`src/rtl/alt_vipswi130_stream_input_buffer_pkg.sv`:
```
// Shared definitions for the video switch input buffer: packet type codes and packet state encoding.
// Latency: none (constants, types and a helper function only).
// Backpressure: not applicable.
package alt_vipswi130_stream_input_buffer_pkg;

  // Packet type codes carried in data[3:0] of the SOP beat.
  localparam logic [3:0] PKT_IMAGE = 4'h0;
  localparam logic [3:0] PKT_CTRL  = 4'hF;

  // Input packet tracking state.
  typedef enum logic [1:0] {
    IDLE = 2'd0,
    PASS = 2'd1,
    DROP = 2'd2
  } pkt_state_e;

  function automatic logic is_image(input logic [3:0] ptype);
    return ptype == PKT_IMAGE;
  endfunction

endpackage

```
`src/rtl/alt_vipswi130_stream_input_buffer_if.sv`:
```
// Avalon-ST style video stream bundle: valid/ready handshake plus data, sop and eop.
// Latency: none (wiring only).
// Backpressure: ready-latency 0; a beat moves when valid & ready.
// Ports: master drives valid/data/sop/eop and reads ready; slave is the mirror image.
interface alt_vipswi130_stream_input_buffer_if #(
  parameter int DATA_WIDTH = 10
);
  logic                  valid;
  logic                  ready;
  logic [DATA_WIDTH-1:0] data;
  logic                  sop;
  logic                  eop;

  modport master (output valid, data, sop, eop, input ready);
  modport slave  (input valid, data, sop, eop, output ready);
endinterface

```
`src/rtl/alt_vipswi130_skid_fifo2.sv`:
```
// Two-entry FIFO of {data, sop, eop} with a registered input ready.
// Latency: a beat written into an empty buffer is visible at the output on the next cycle.
// Backpressure: in_rdy <= (count_next != 2), so a write can never find the buffer full.
// Ports: clk/rst_n; push + push_* write side with in_rdy; out_vld/out_* head with out_rdy pop.
module alt_vipswi130_skid_fifo2 #(
  parameter int DATA_WIDTH = 10
) (
  input  logic                  clk,
  input  logic                  rst_n,
  input  logic                  push,
  input  logic [DATA_WIDTH-1:0] push_data,
  input  logic                  push_sop,
  input  logic                  push_eop,
  output logic                  in_rdy,
  output logic                  out_vld,
  input  logic                  out_rdy,
  output logic [DATA_WIDTH-1:0] out_data,
  output logic                  out_sop,
  output logic                  out_eop
);

  typedef struct packed {
    logic [DATA_WIDTH-1:0] data;
    logic                  sop;
    logic                  eop;
  } entry_t;

  entry_t     head_q, tail_q, new_ent;
  logic [1:0] count_q, count_next;
  logic       in_rdy_q;
  logic       wr, rd;

  assign new_ent = '{data: push_data, sop: push_sop, eop: push_eop};
  assign wr      = push & in_rdy_q;
  assign rd      = out_rdy & (count_q != 2'd0);

  always_comb begin
    count_next = count_q;
    case ({wr, rd})
      2'b10:   count_next = count_q + 2'd1;
      2'b01:   count_next = count_q - 2'd1;
      default: count_next = count_q;
    endcase
  end

  always_ff @(posedge clk or negedge rst_n) begin
    if (!rst_n) begin
      count_q  <= 2'd0;
      in_rdy_q <= 1'b0;
      head_q   <= '0;
      tail_q   <= '0;
    end else begin
      count_q  <= count_next;
      in_rdy_q <= (count_next != 2'd2);
      if (rd) begin
        // With two entries the tail moves up (no write is possible then);
        // with one entry a simultaneous write lands directly in the head.
        if (count_q == 2'd2)
          head_q <= tail_q;
        else if (wr)
          head_q <= new_ent;
      end else if (wr) begin
        if (count_q == 2'd0)
          head_q <= new_ent;
        else
          tail_q <= new_ent;
      end
    end
  end

  assign in_rdy   = in_rdy_q;
  assign out_vld  = (count_q != 2'd0);
  assign out_data = head_q.data;
  assign out_sop  = head_q.sop;
  assign out_eop  = head_q.eop;

endmodule

```
`src/rtl/alt_vipswi130_stream_input_buffer.sv`:
```
// Video switch input stage: packet type decode, optional whole-packet discard, 2-entry skid buffer.
// Latency: din to int_valid is 1 cycle into an empty buffer; 1 beat/cycle with int_ready high.
// Backpressure: din.ready is registered and drops once both buffer entries are occupied.
// Ports: clk, rst_n; din (slave stream in); int_bus (master stream out); drop request;
//        pkt_type, image_done, frame_err and dropping status to the switch controller.
module alt_vipswi130_stream_input_buffer
  import alt_vipswi130_stream_input_buffer_pkg::*;
#(
  parameter int DATA_WIDTH = 10
) (
  input  logic       clk,
  input  logic       rst_n,
  alt_vipswi130_stream_input_buffer_if.slave  din,
  alt_vipswi130_stream_input_buffer_if.master int_bus,
  input  logic       drop,
  output logic [3:0] pkt_type,
  output logic       image_done,
  output logic       frame_err,
  output logic       dropping
);

  pkt_state_e            state_q;
  logic [3:0]            pkt_type_q, type_now;
  logic                  image_done_q, frame_err_q;
  logic                  din_rdy, accept, in_pkt, fwd;
  logic                  out_vld, out_sop, out_eop;
  logic [DATA_WIDTH-1:0] out_data;

  assign accept   = din.valid & din_rdy;
  assign in_pkt   = (state_q != IDLE);
  // Type of the packet this beat belongs to; a SOP beat carries its own.
  assign type_now = din.sop ? din.data[3:0] : pkt_type_q;
  // Only beats of a passing packet reach the buffer; dropped and
  // out-of-packet beats are accepted and thrown away.
  assign fwd      = accept & (din.sop ? ~drop : (state_q == PASS));

  alt_vipswi130_skid_fifo2 #(.DATA_WIDTH(DATA_WIDTH)) u_fifo (
    .clk       (clk),
    .rst_n     (rst_n),
    .push      (fwd),
    .push_data (din.data),
    .push_sop  (din.sop),
    .push_eop  (din.eop),
    .in_rdy    (din_rdy),
    .out_vld   (out_vld),
    .out_rdy   (int_bus.ready),
    .out_data  (out_data),
    .out_sop   (out_sop),
    .out_eop   (out_eop)
  );

  always_ff @(posedge clk or negedge rst_n) begin
    if (!rst_n) begin
      state_q      <= IDLE;
      pkt_type_q   <= PKT_CTRL;
      image_done_q <= 1'b0;
      frame_err_q  <= 1'b0;
    end else begin
      image_done_q <= accept & din.eop & (din.sop | in_pkt) & is_image(type_now);
      frame_err_q  <= accept & din.sop & in_pkt;
      if (accept) begin
        if (din.sop) begin
          pkt_type_q <= din.data[3:0];
          if (din.eop)
            state_q <= IDLE;
          else if (drop)
            state_q <= DROP;
          else
            state_q <= PASS;
        end else if (din.eop) begin
          state_q <= IDLE;
        end
      end
    end
  end

  assign din.ready     = din_rdy;
  assign int_bus.valid = out_vld;
  assign int_bus.data  = out_data;
  assign int_bus.sop   = out_sop;
  assign int_bus.eop   = out_eop;
  assign pkt_type      = pkt_type_q;
  assign image_done    = image_done_q;
  assign frame_err     = frame_err_q;
  assign dropping      = (state_q == DROP);

endmodule

```
`src/flat_wrapper.sv`:
```
// flat-port wrapper written by rule: the top's interface ports become plain ports
module alt_vipswi130_stream_input_buffer_flat import alt_vipswi130_stream_input_buffer_pkg::*;
#(
  parameter int DATA_WIDTH = 10
)
  (clk, rst_n, drop, pkt_type, image_done, frame_err, dropping, din_valid, din_data, din_sop, din_eop, din_ready, int_bus_valid, int_bus_data, int_bus_sop, int_bus_eop, int_bus_ready);
  alt_vipswi130_stream_input_buffer_if #(.DATA_WIDTH(DATA_WIDTH)) din_i ();
  alt_vipswi130_stream_input_buffer_if #(.DATA_WIDTH(DATA_WIDTH)) int_bus_i ();
  input  logic clk;
  input  logic rst_n;
  input  logic drop;
  output logic [3:0] pkt_type;
  output logic image_done;
  output logic frame_err;
  output logic dropping;
  input wire logic [$bits(din_i.valid)-1:0] din_valid;
  input wire logic [$bits(din_i.data)-1:0] din_data;
  input wire logic [$bits(din_i.sop)-1:0] din_sop;
  input wire logic [$bits(din_i.eop)-1:0] din_eop;
  output wire logic [$bits(din_i.ready)-1:0] din_ready;
  output wire logic [$bits(int_bus_i.valid)-1:0] int_bus_valid;
  output wire logic [$bits(int_bus_i.data)-1:0] int_bus_data;
  output wire logic [$bits(int_bus_i.sop)-1:0] int_bus_sop;
  output wire logic [$bits(int_bus_i.eop)-1:0] int_bus_eop;
  input wire logic [$bits(int_bus_i.ready)-1:0] int_bus_ready;
  assign din_i.valid = din_valid;
  assign din_i.data = din_data;
  assign din_i.sop = din_sop;
  assign din_i.eop = din_eop;
  assign din_ready = din_i.ready;
  assign int_bus_valid = int_bus_i.valid;
  assign int_bus_data = int_bus_i.data;
  assign int_bus_sop = int_bus_i.sop;
  assign int_bus_eop = int_bus_i.eop;
  assign int_bus_i.ready = int_bus_ready;
  alt_vipswi130_stream_input_buffer #(.DATA_WIDTH(DATA_WIDTH)) u_core (.clk(clk), .rst_n(rst_n), .din(din_i), .int_bus(int_bus_i), .drop(drop), .pkt_type(pkt_type), .image_done(image_done), .frame_err(frame_err), .dropping(dropping));
endmodule
```
`config.mk`:
```
export PLATFORM = sky130hd
export DESIGN_NAME = alt_vipswi130_stream_input_buffer_flat
export DESIGN_NICKNAME = d
export VERILOG_FILES = /design/src/rtl/alt_vipswi130_stream_input_buffer_pkg.sv /design/src/rtl/alt_vipswi130_stream_input_buffer_if.sv /design/src/rtl/alt_vipswi130_skid_fifo2.sv /design/src/rtl/alt_vipswi130_stream_input_buffer.sv /design/src/flat_wrapper.sv
export SDC_FILE = /design/constraint.sdc
export NUM_CORES = 1
export LEC_CHECK = 0
export BUFFER_PORTS_ARGS = -buffer_cell sky130_fd_sc_hd__buf_2
export CAP_MARGIN = 40
export CORE_MARGIN = 3
export CORE_UTILIZATION = 49
export CTS_CLUSTER_SIZE = 14
export DETAILED_ROUTE_END_ITERATION = 10
export PLACE_DENSITY = 0.84
export SLEW_MARGIN = 20
export SYNTH_ARGS = -nofsm -noshare
export SYNTH_HDL_FRONTEND = slang
export SYNTH_SLANG_ARGS = --single-unit
export TNS_END_PERCENT = 10
```
`constraint.sdc`:
```
create_clock -name clk -period 2.3 [get_ports clk]
set_input_delay 0.46 -clock clk [delete_from_list [all_inputs] [get_ports clk]]
set_output_delay 0.46 -clock clk [all_outputs]
set_load 0.05 [all_outputs]
```
==> results.cfg, run 1 <==
[clock_tree]
cts_buffers = 5
clock_path_buffers = 2
cts.clk_slew.worst_paths_ns = 0.12
cts.sinks = 35
cts_tree = yes
worst_skew_pair.late_latency_ns = 0.34
cts_setup_buffers = 0
cts_root_buf = clkbuf_4
htreeDepth = 2
cts_hold_buf = 0
cts_resized = 0

[timing]
tightest_slew_ns = 0.759
drv_slew = 0
period_share_pct = 86.5
slew_headroom_pct = 49.4
finClkSkew_ns = 0.0104
setup_tns_ns = 0
hold_violations = 0
finalSetupViolations = 0
min_period_ns = 1.99
rsz0062_at_grt = false
fmaxAchievable_mhz = 503

[logic_synthesis]
synth_nets = 138
ys_ff_latch = 35
synth_cells = 119
synth_cell_types = 29
synthTopCellsByArea = dfrtp_1, mux2_2, mux2_4
synth_top_area_share_pct = 46.9
synth_top_area_cell = dfrtp_1
ys_warn_count = 0
seq_area_frac_synth_pct = 53.3
syn_area_um2 = 1650
avgSynthCellArea_um2 = 13.9

[placed_design]
place_inst = 198
place.gp.congestion = 0.747
port_buffers = 37
dpl.hpwl_um = 2350

[routing]
detail-route-antenna-nets = 0
viasPerCell = 5.25
wl_met3_um = 196
dr.pass1.iters = 4
drc = 0
wire_per_inst_um = 16.2
dr.max_layer_used = met4
vias = 1082
wl_um = 3330
drt_iter0_markers = 27
wl_met1_um = 1410
wl_met2_um = 1680

[worst_setup_path]
slowest_delay_ns = 0.49
cp.required_ns = 2.53
worst_path_max_delay_cell = a311o_2
crit_fanout = 12
end_kind = flop
reg2reg_setup_slack_ns = 0.31
worstRegToRegCells = 5
path_cells = nand2_1 -> o21bai_1 -> ha_1 -> a311o_2 -> mux2_4
cp-start-kind = flop
path_class = reg -> reg
r2r-start = u_core.u_fifo.in_rdy
crit_arrival_ns = 2.22
crit_start = u_core.u_fifo.in_rdy
r2r-end = u_core.u_fifo.out_data[5]

[floorplan]
ios = 38
coreArea_um2 = 3130
die_w_um = 64.1
dieHeight_um = 64.1
initial_utilization_pct = 52.9
dieArea_um2 = 4110
row_count = 20

[power_and_ir_drop]
powerDensity_nw_per_um2 = 1560
vdd_drop_max_mv = 0.755
p_leak_nw = 0.953

[grt]
grt_use_total_pct = 17.8
grt_start_max_net_pins = 36
grt_pass1_vias = 1153
antenna_found_initial = 0
grt-ovfl-total = 0
grt_pass1_wl_um = 5620

[finish]
drive_gt1_share_pct = 58.6
regArea_um2 = 881
diodes = 0
multi_input_area_um2 = 726
fin_cells = 206
nets = 180
syn_to_final_growth_pct = 19.8
n_fill_cell = 249

[status]
status = finished, final reports clean

[min_path]
hold_path_class = in -> async

[flow_run]
maxCapViolCount = 0
==> registers in the layout, indices dropped and copies added (netlist names) <==
register,count
u_core.pkt_type,4
u_core.image_done,1
u_core.u_fifo.out_eop,1
u_core.u_fifo.count_q,2
u_core.u_fifo.out_sop,1
u_core.frame_err,1
u_core.u_fifo.tail_q,12
u_core.u_fifo.out_data,10
u_core.u_fifo.in_rdy,1
u_core.state_q,2
==> power breakdown <==
part           switching [W]  total [W]  internal [W]  leakage, nW
registers           0.000190    0.00111      0.000916        0.419
clock network       0.000215   0.000553      0.000338       0.0514
logic               0.000903    0.00144      0.000535        0.483
==> area by class of cell <==
cell class                      instances  area share (%)
Sequential cell                        35            44.4
Multi-Input combinational cell         76            36.6
Timing Repair Buffer                   39            10.1
Clock inverter                          3            3.41
Tap cell                               44            2.78
Clock buffer                            5            1.89
Inverter                                4           0.758
==> cells in the mapped netlist, drive strengths merged <==
cell type	n
nor2b	2
inv	4
or4	1
a2bb2oi	1
o21bai	1
buf	4
mux2	40
nand2	5
a21boi	1
and2b	1
nor3	2
o21ai	2
dfstp	4
nand2b	1
a21oi	1
nand3b	1
nor2	5
dfrtp	31
nor3b	2
ha	2
a311o	1
xor2	2
xnor2	1
nand3	3
nor4	1
==> critical path: cells and delay by family, from the launching register on <==
kind,cells,cell delay (ns)
flip-flops,1,0.43
adder cells (fa/ha/maj),1,0.21
AO/OA/AOI/OAI,2,0.73
AND/OR/NAND/NOR,1,0.15
multiplexers,1,0.36
==> cells by family (layout without fill, tap and decap cells) <==
family | after synthesis | in the layout | share of synthesized area (%)
fa+ha+maj | 2 | 2 | 1.51
buf+inv | 8 | 51 | 2.87
simple gates | 24 | 24 | 8.25
xor+xnor | 3 | 3 | 1.59
flops | 35 | 35 | 53.3
compound gates | 7 | 7 | 3.03
mux | 40 | 40 | 29.5
==> worst max-delay path by stage <==
| stage | endpoint | slack [ns] | depth (start not counted) |
|---|---|---|---|
| after detailed placement | u_core.u_fifo.out_data[5] | 0.14 | 6 |
| after global placement | u_core.u_fifo.out_data[4] | 0.19 | 6 |
| after floorplan | u_core.u_fifo.out_data[1] | 0.12 | 6 |
| final | u_core.u_fifo.out_data[5] | 0.31 | 5 |
| after global routing | u_core.u_fifo.out_data[5] | 0.21 | 6 |
| after CTS | u_core.u_fifo.out_data[5] | 0.33 | 5 |
==> placed cells by master (no fill, tap or decap), types with 2 or more instances in the layout <==
cell,count
xor2_1,2
dfrtp_1,31
nor2_1,5
mux2_4,10
buf_2,37
buf_4,2
bufinv_16,2
ha_1,2
nor2b_1,2
dfstp_2,4
o21ai_0,2
clkbuf_4,5
nand3_1,3
nand2_1,5
inv_1,4
mux2_2,30
==> per-stage QoR <==
stage	power (W)	area (um2)	utilization [%]	hold slack (ns)	setup slack (ns)
finish	0.00310	1980	63.4	0.168	0.310
global route	0.00327	1980	63.4	0.199	0.214
CTS	0.00312	1980	63.4	0.178	0.326
detailed placement	0.00255	1880	60.0	0.492	0.140
global placement	0.00249	1880	60.0	0.484	0.194
floorplan	0.00222	1650	-	0.164	0.122
==> metal layers <==
| layer | up-vias | global-route usage [%] |
|---|---|---|
| met2 | 39 | 28.4 |
| met3 | 6 | 6.50 |
| li1 | 499 | - |
| met1 | 538 | 22.6 |
| met5 | - | 0 |
| met4 | 0 | 5.80 |
No activity file was read; power rests on OpenSTA's default activity.
==> run 2, diff against run 1 <==
--- a/config.mk
+++ b/config.mk
@@ -7,6 +7,7 @@
 export LEC_CHECK = 0
 export BUFFER_PORTS_ARGS = -buffer_cell sky130_fd_sc_hd__buf_2
 export CAP_MARGIN = 40
+export CORE_ASPECT_RATIO = 0.9
 export CORE_MARGIN = 3
 export CORE_UTILIZATION = 49
 export CTS_CLUSTER_SIZE = 14
==> run 2 against run 1 <==
Against the previous run:
- first-iteration DRC count is 26% lower
- utilization grew 0.12 points
- worst setup slack better by 0.022 ns
- global-route usage grew 0.10 points
- clock skew shrank 0.0061 ns
- fmax is 1.1% higher
- via count is 1.1% lower
- cell count shrank 0.97%
- critical endpoint is now u_core.u_fifo.out_data[2]
==> results.cfg, run 2 (synthesis gave the netlist of run 1 again) <==
[clock_tree]
cts_resized = 0
cts.sinks = 35
cts_buffers = 5
worst_skew_pair.late_latency_ns = 0.29
cts_root_buf = clkbuf_8
htreeDepth = 2
cts_tree = yes
cts_hold_buf = 0
clock_path_buffers = 2
cts.clk_slew.worst_paths_ns = 0.07
cts_setup_buffers = 0

[finish]
n_fill_cell = 254
drive_gt1_share_pct = 58.6
largest_reg_flops = 12
nets = 180
final_core_util_pct = 63.5
layout_commonest_cell = buf_2
syn_to_final_growth_pct = 20.4
largest_register = u_core.u_fifo.tail_q
diodes = 0
final_cell_mix = buf_2, dfrtp_1, mux2_2

[timing]
setup_tns_ns = 0
tightest_slew_ns = 0.749
period_share_pct = 85.6
hold_violations = 0
min_period_ns = 1.97
fin_ws_ns = 0.332
fmaxAchievable_mhz = 508
slew_headroom_pct = 50.1
finClkSkew_ns = 0.00428
drv_slew = 0
finalSetupViolations = 0
rsz0062_at_grt = false

[power_and_ir_drop]
swShare_pct = 42.0
internal_power_w = 0.00180
seq_power_share_pct = 35.6
powerDensity_nw_per_um2 = 1560
vdd_drop_max_mv = 0.724
p_total_w = 0.00311
clkPwrFrac_pct = 18.4
combPwrFrac_pct = 46.0
p_leak_nw = 0.962
p_switching_w = 0.00130

[placed_design]
pre_cts_slack_ns = 0.125
port_buffers = 37
dpl.hpwl_um = 2350
place.gp.congestion = 0.786

[worst_setup_path]
slowest_delay_ns = 0.48
crit_cells = 5
crit_arrival_ns = 2.14
crit_start = u_core.state_q[1]
r2r-start = u_core.state_q[1]
worstRegToRegCells = 5
path_class = reg -> reg
path_cells = nor3b_2 -> o21bai_1 -> ha_1 -> a311o_2 -> mux2_4
cp.required_ns = 2.48
path_delay_family = compound AO/OA/AOI/OAI gates
worst_path_max_delay_cell = a311o_2
cp-start-kind = flop
worst-path-buf-inv = 0
end_kind = flop
crit_fanout = 12

[routing]
detail-route-antenna-nets = 0
drt_iter0_markers = 20
drc = 0
wire_per_inst_um = 16.1
vias = 1070
wl_um = 3290
dr.pass1.iters = 4
viasPerCell = 5.25

[floorplan]
dieHeight_um = 61.1
initial_utilization_pct = 52.7
coreArea_um2 = 3140
dieArea_um2 = 4110
row_count = 19
ios = 38
die_w_um = 67.2

[grt]
grt_pass1_wl_um = 5240
grt_start_max_net_pins = 36
antenna_found_initial = 0
grt-ovfl-total = 0
grt_use_total_pct = 17.9
grt_pass1_vias = 1124

[min_path]
hold_path_class = in -> async

[flow_run]
maxCapViolCount = 0

[status]
status = finished, final reports clean
[run 2: power by group through the flow]
stage | clock network, W | registers, W | logic [W]
global placement | 0 | 0.00109 | 0.00140
global route | 0.000611 | 0.00114 | 0.00152
finish | 0.000573 | 0.00111 | 0.00143
detailed placement | 0 | 0.00111 | 0.00143
CTS | 0.000579 | 0.00110 | 0.00144
floorplan | 0 | 0.00158 | 0.000645
[run 2: final cells by class]
cell class | count | area (um2) | area share, %
Inverter | 4 | 15.0 | 0.754
Tap cell | 42 | 52.6 | 2.64
Timing Repair Buffer | 39 | 200 | 10.1
Clock buffer | 6 | 82.6 | 4.15
Clock inverter | 2 | 35.0 | 1.76
Multi-Input combinational cell | 76 | 726 | 36.4
Sequential cell | 35 | 881 | 44.2
[run 2: path summary, 6_finish.rpt]
path,end,slack [ns]
max reg2reg,u_core.u_fifo.out_data[2],0.33
min,u_core.u_fifo.tail_q[7],0.23
max,u_core.u_fifo.out_data[2],0.33
max in group asynchronous,u_core.u_fifo.in_rdy,1.59
min in group clk,u_core.u_fifo.tail_q[8],0.41
min reg2reg,u_core.u_fifo.out_eop,0.51
[run 2: metrics by stage]
stage | area [um2] | std cells | hold slack (ns)
3_3_place_gp | 1870 | 196 | 0.485
2_1_floorplan | 1650 | 119 | 0.164
6_report | 1990 | 204 | 0.231
5_1_grt | 1990 | 204 | 0.285
3_5_place_dp | 1870 | 196 | 0.494
4_1_cts | 1990 | 204 | 0.259
[run 2: layer usage]
layer	wire, um	up-vias	part of all wire, %	track usage (%)
met5	0	-	0	0
li1	-	501	-	-
met3	135	11	4.1	6.02
met2	1650	28	50	30.3
met4	103	0	3.1	9.25
met1	1400	530	42	20.5
==> run 3, diff against run 2 <==
--- a/config.mk
+++ b/config.mk
@@ -5,14 +5,16 @@
 export SDC_FILE = /design/constraint.sdc
 export NUM_CORES = 1
 export LEC_CHECK = 0
-export BUFFER_PORTS_ARGS = -buffer_cell sky130_fd_sc_hd__buf_2
+export BUFFER_PORTS_ARGS = -buffer_cell sky130_fd_sc_hd__clkbuf_2
 export CAP_MARGIN = 40
+export CELL_PAD_IN_SITES_DETAIL_PLACEMENT = 1
+export CELL_PAD_IN_SITES_GLOBAL_PLACEMENT = 1
 export CORE_ASPECT_RATIO = 0.9
 export CORE_MARGIN = 3
-export CORE_UTILIZATION = 49
+export CORE_UTILIZATION = 42
 export CTS_CLUSTER_SIZE = 14
 export DETAILED_ROUTE_END_ITERATION = 10
-export PLACE_DENSITY = 0.84
+export PLACE_DENSITY = 0.87
 export SLEW_MARGIN = 20
 export SYNTH_ARGS = -nofsm -noshare
 export SYNTH_HDL_FRONTEND = slang
==> run 3 against run 2 <==
Against the previous run:
- combinational power hardly changed
- critical endpoint is now u_core.u_fifo.out_data[7]
- highest routed layer unchanged
- count of clock-buffer cells in the layout is 1 lower
- register-to-register slack worse by 0.04 ns
- utilization is 7.9 points lower
- sequential power hardly changed
- sequential share of layout area is 0.083 points higher
- total power is 4.1% lower
- non-clock buffer count is 1 higher
- critical path depth stayed put
- via count is 0.19% higher
- cell count is 1.5% higher
- clock skew hardly changed
==> results.cfg, run 3 (synthesis gave the netlist of run 1 again) <==
[clock_tree]
cts_tree = yes
cts_root_buf = clkbuf_8
cts.sinks = 35
cts_setup_buffers = 0
cts.clk_slew.worst_paths_ns = 0.07
htreeDepth = 2
cts_hold_buf = 0
worst_skew_pair.late_latency_ns = 0.29
cts_buffers = 5
clock_path_buffers = 2
cts_resized = 0

[min_path]
hold_path_class = in -> async

[timing]
fmaxAchievable_mhz = 498
min_period_ns = 2.01
setup_tns_ns = 0
rsz0062_at_grt = false
drv_slew = 0
finClkSkew_ns = 0.00385
hold_violations = 0
period_share_pct = 87.3
finalSetupViolations = 0
tightest_slew_ns = 0.395
fin_ws_ns = 0.293
slew_headroom_pct = 73.6

[floorplan]
ios = 38
initial_utilization_pct = 46.2
row_count = 20
dieHeight_um = 65.5
dieArea_um2 = 4730
coreArea_um2 = 3580
die_w_um = 72.2

[power_and_ir_drop]
p_total_w = 0.00298
p_leak_nw = 0.966
powerDensity_nw_per_um2 = 1500
vdd_drop_max_mv = 0.842

[placed_design]
pre_cts_slack_ns = 0.0978
dpl.hpwl_um = 2690
port_buffers = 37
place_inst = 199
place.gp.congestion = 0.820
placed_cell_area_um2 = 1900

[grt]
grt-ovfl-total = 0
grt_pass1_wl_um = 5870
grt_start_max_net_pins = 26
antenna_found_initial = 0
grt_use_total_pct = 16.5
grt_pass1_vias = 1233

[routing]
drt_iter0_markers = 45
drc = 0
wire_per_inst_um = 17.2
detail-route-antenna-nets = 0
wl_um = 3570
viasPerCell = 5.18
dr.pass1.iters = 3
vias = 1072

[worst_setup_path]
crit_arrival_ns = 2.18
cp.required_ns = 2.47
path_class = reg -> reg
cp-start-kind = flop
crit_fanout = 12
end_kind = flop

[finish]
drive_gt1_share_pct = 58.9
n_fill_cell = 389
nets = 181
final_cell_area_um2 = 1990
layout_commonest_cell = clkbuf_2
fin_cells = 207
diodes = 0
largest_register = u_core.u_fifo.tail_q
largest_reg_flops = 12
syn_to_final_growth_pct = 20.2
final_cell_mix = clkbuf_2, dfrtp_1, mux2_2

[status]
status = finished, final reports clean

[flow_run]
maxCapViolCount = 0
run 3: cell count changes in the layout (fill, tap and decap cells not counted):
cell,delta
buf_16,+1
bufinv_16,-1
clkinv_2,+2
clkbuf_2,+37
buf_2,-37
clkbuf_8,-1
run 3: worst paths after layout:
| path | cells after the start | from | end | slack [ns] |
|---|---|---|---|---|
| min reg2reg | 1 | u_core.u_fifo.tail_q[10] | u_core.u_fifo.tail_q[10] | 0.51 |
| max in group asynchronous | 2 | rst_n | u_core.pkt_type[1] | 1.74 |
| max reg2reg | 5 | u_core.state_q[1] | u_core.u_fifo.out_data[7] | 0.29 |
| min | 1 | rst_n | u_core.state_q[1] | 0.06 |
| max | 5 | u_core.state_q[1] | u_core.u_fifo.out_data[7] | 0.29 |
| min in group clk | 2 | din_data[4] | u_core.u_fifo.tail_q[6] | 0.42 |
run 3: layout make-up:
type	count	area (um2)	share of cell area (%)
Clock inverter	3	15.0	0.755
Tap cell	44	55.1	2.77
Sequential cell	35	881	44.3
Clock buffer	5	68.8	3.46
Multi-Input combinational cell	76	726	36.5
Timing Repair Buffer	40	228	11.5
Inverter	4	15.0	0.755
run 3: worst max-delay path, stage by stage (launching register included):
cell and delay [ns]:
dfrtp_1 0.43, nor3b_2 0.24, o21bai_1 0.17, ha_1 0.22, a311o_2 0.48, mux2_4 0.35
run 3: metal layers:
| metal | up-vias | part of all wire (%) | routed length [um] | track usage, % |
|---|---|---|---|---|
| li1 | 504 | - | - | - |
| met1 | 539 | 44 | 1570 | 19.5 |
| met2 | 25 | 51 | 1830 | 27.2 |
| met3 | 4 | 3.9 | 138 | 6.27 |
| met4 | 0 | 0.92 | 33 | 6.34 |
| met5 | - | 0 | 0 | 0 |
run 3: where the power goes:
group | total [W] | leakage [nW] | internal, W | switching (W)
sequential | 0.00111 | 0.419 | 0.000919 | 0.000196
combinational | 0.00143 | 0.500 | 0.000534 | 0.000899
clock | 0.000432 | 0.0477 | 0.000207 | 0.000225
run 3: through the flow:
step / hold WS [ns] / util [%]
finish: 0.0551 / 55.6
global route: 0.0629 / 55.6
CTS: 0.0537 / 55.6
detailed placement: 0.375 / 53.2
global placement: 0.484 / 52.4
floorplan: 0.164 / -
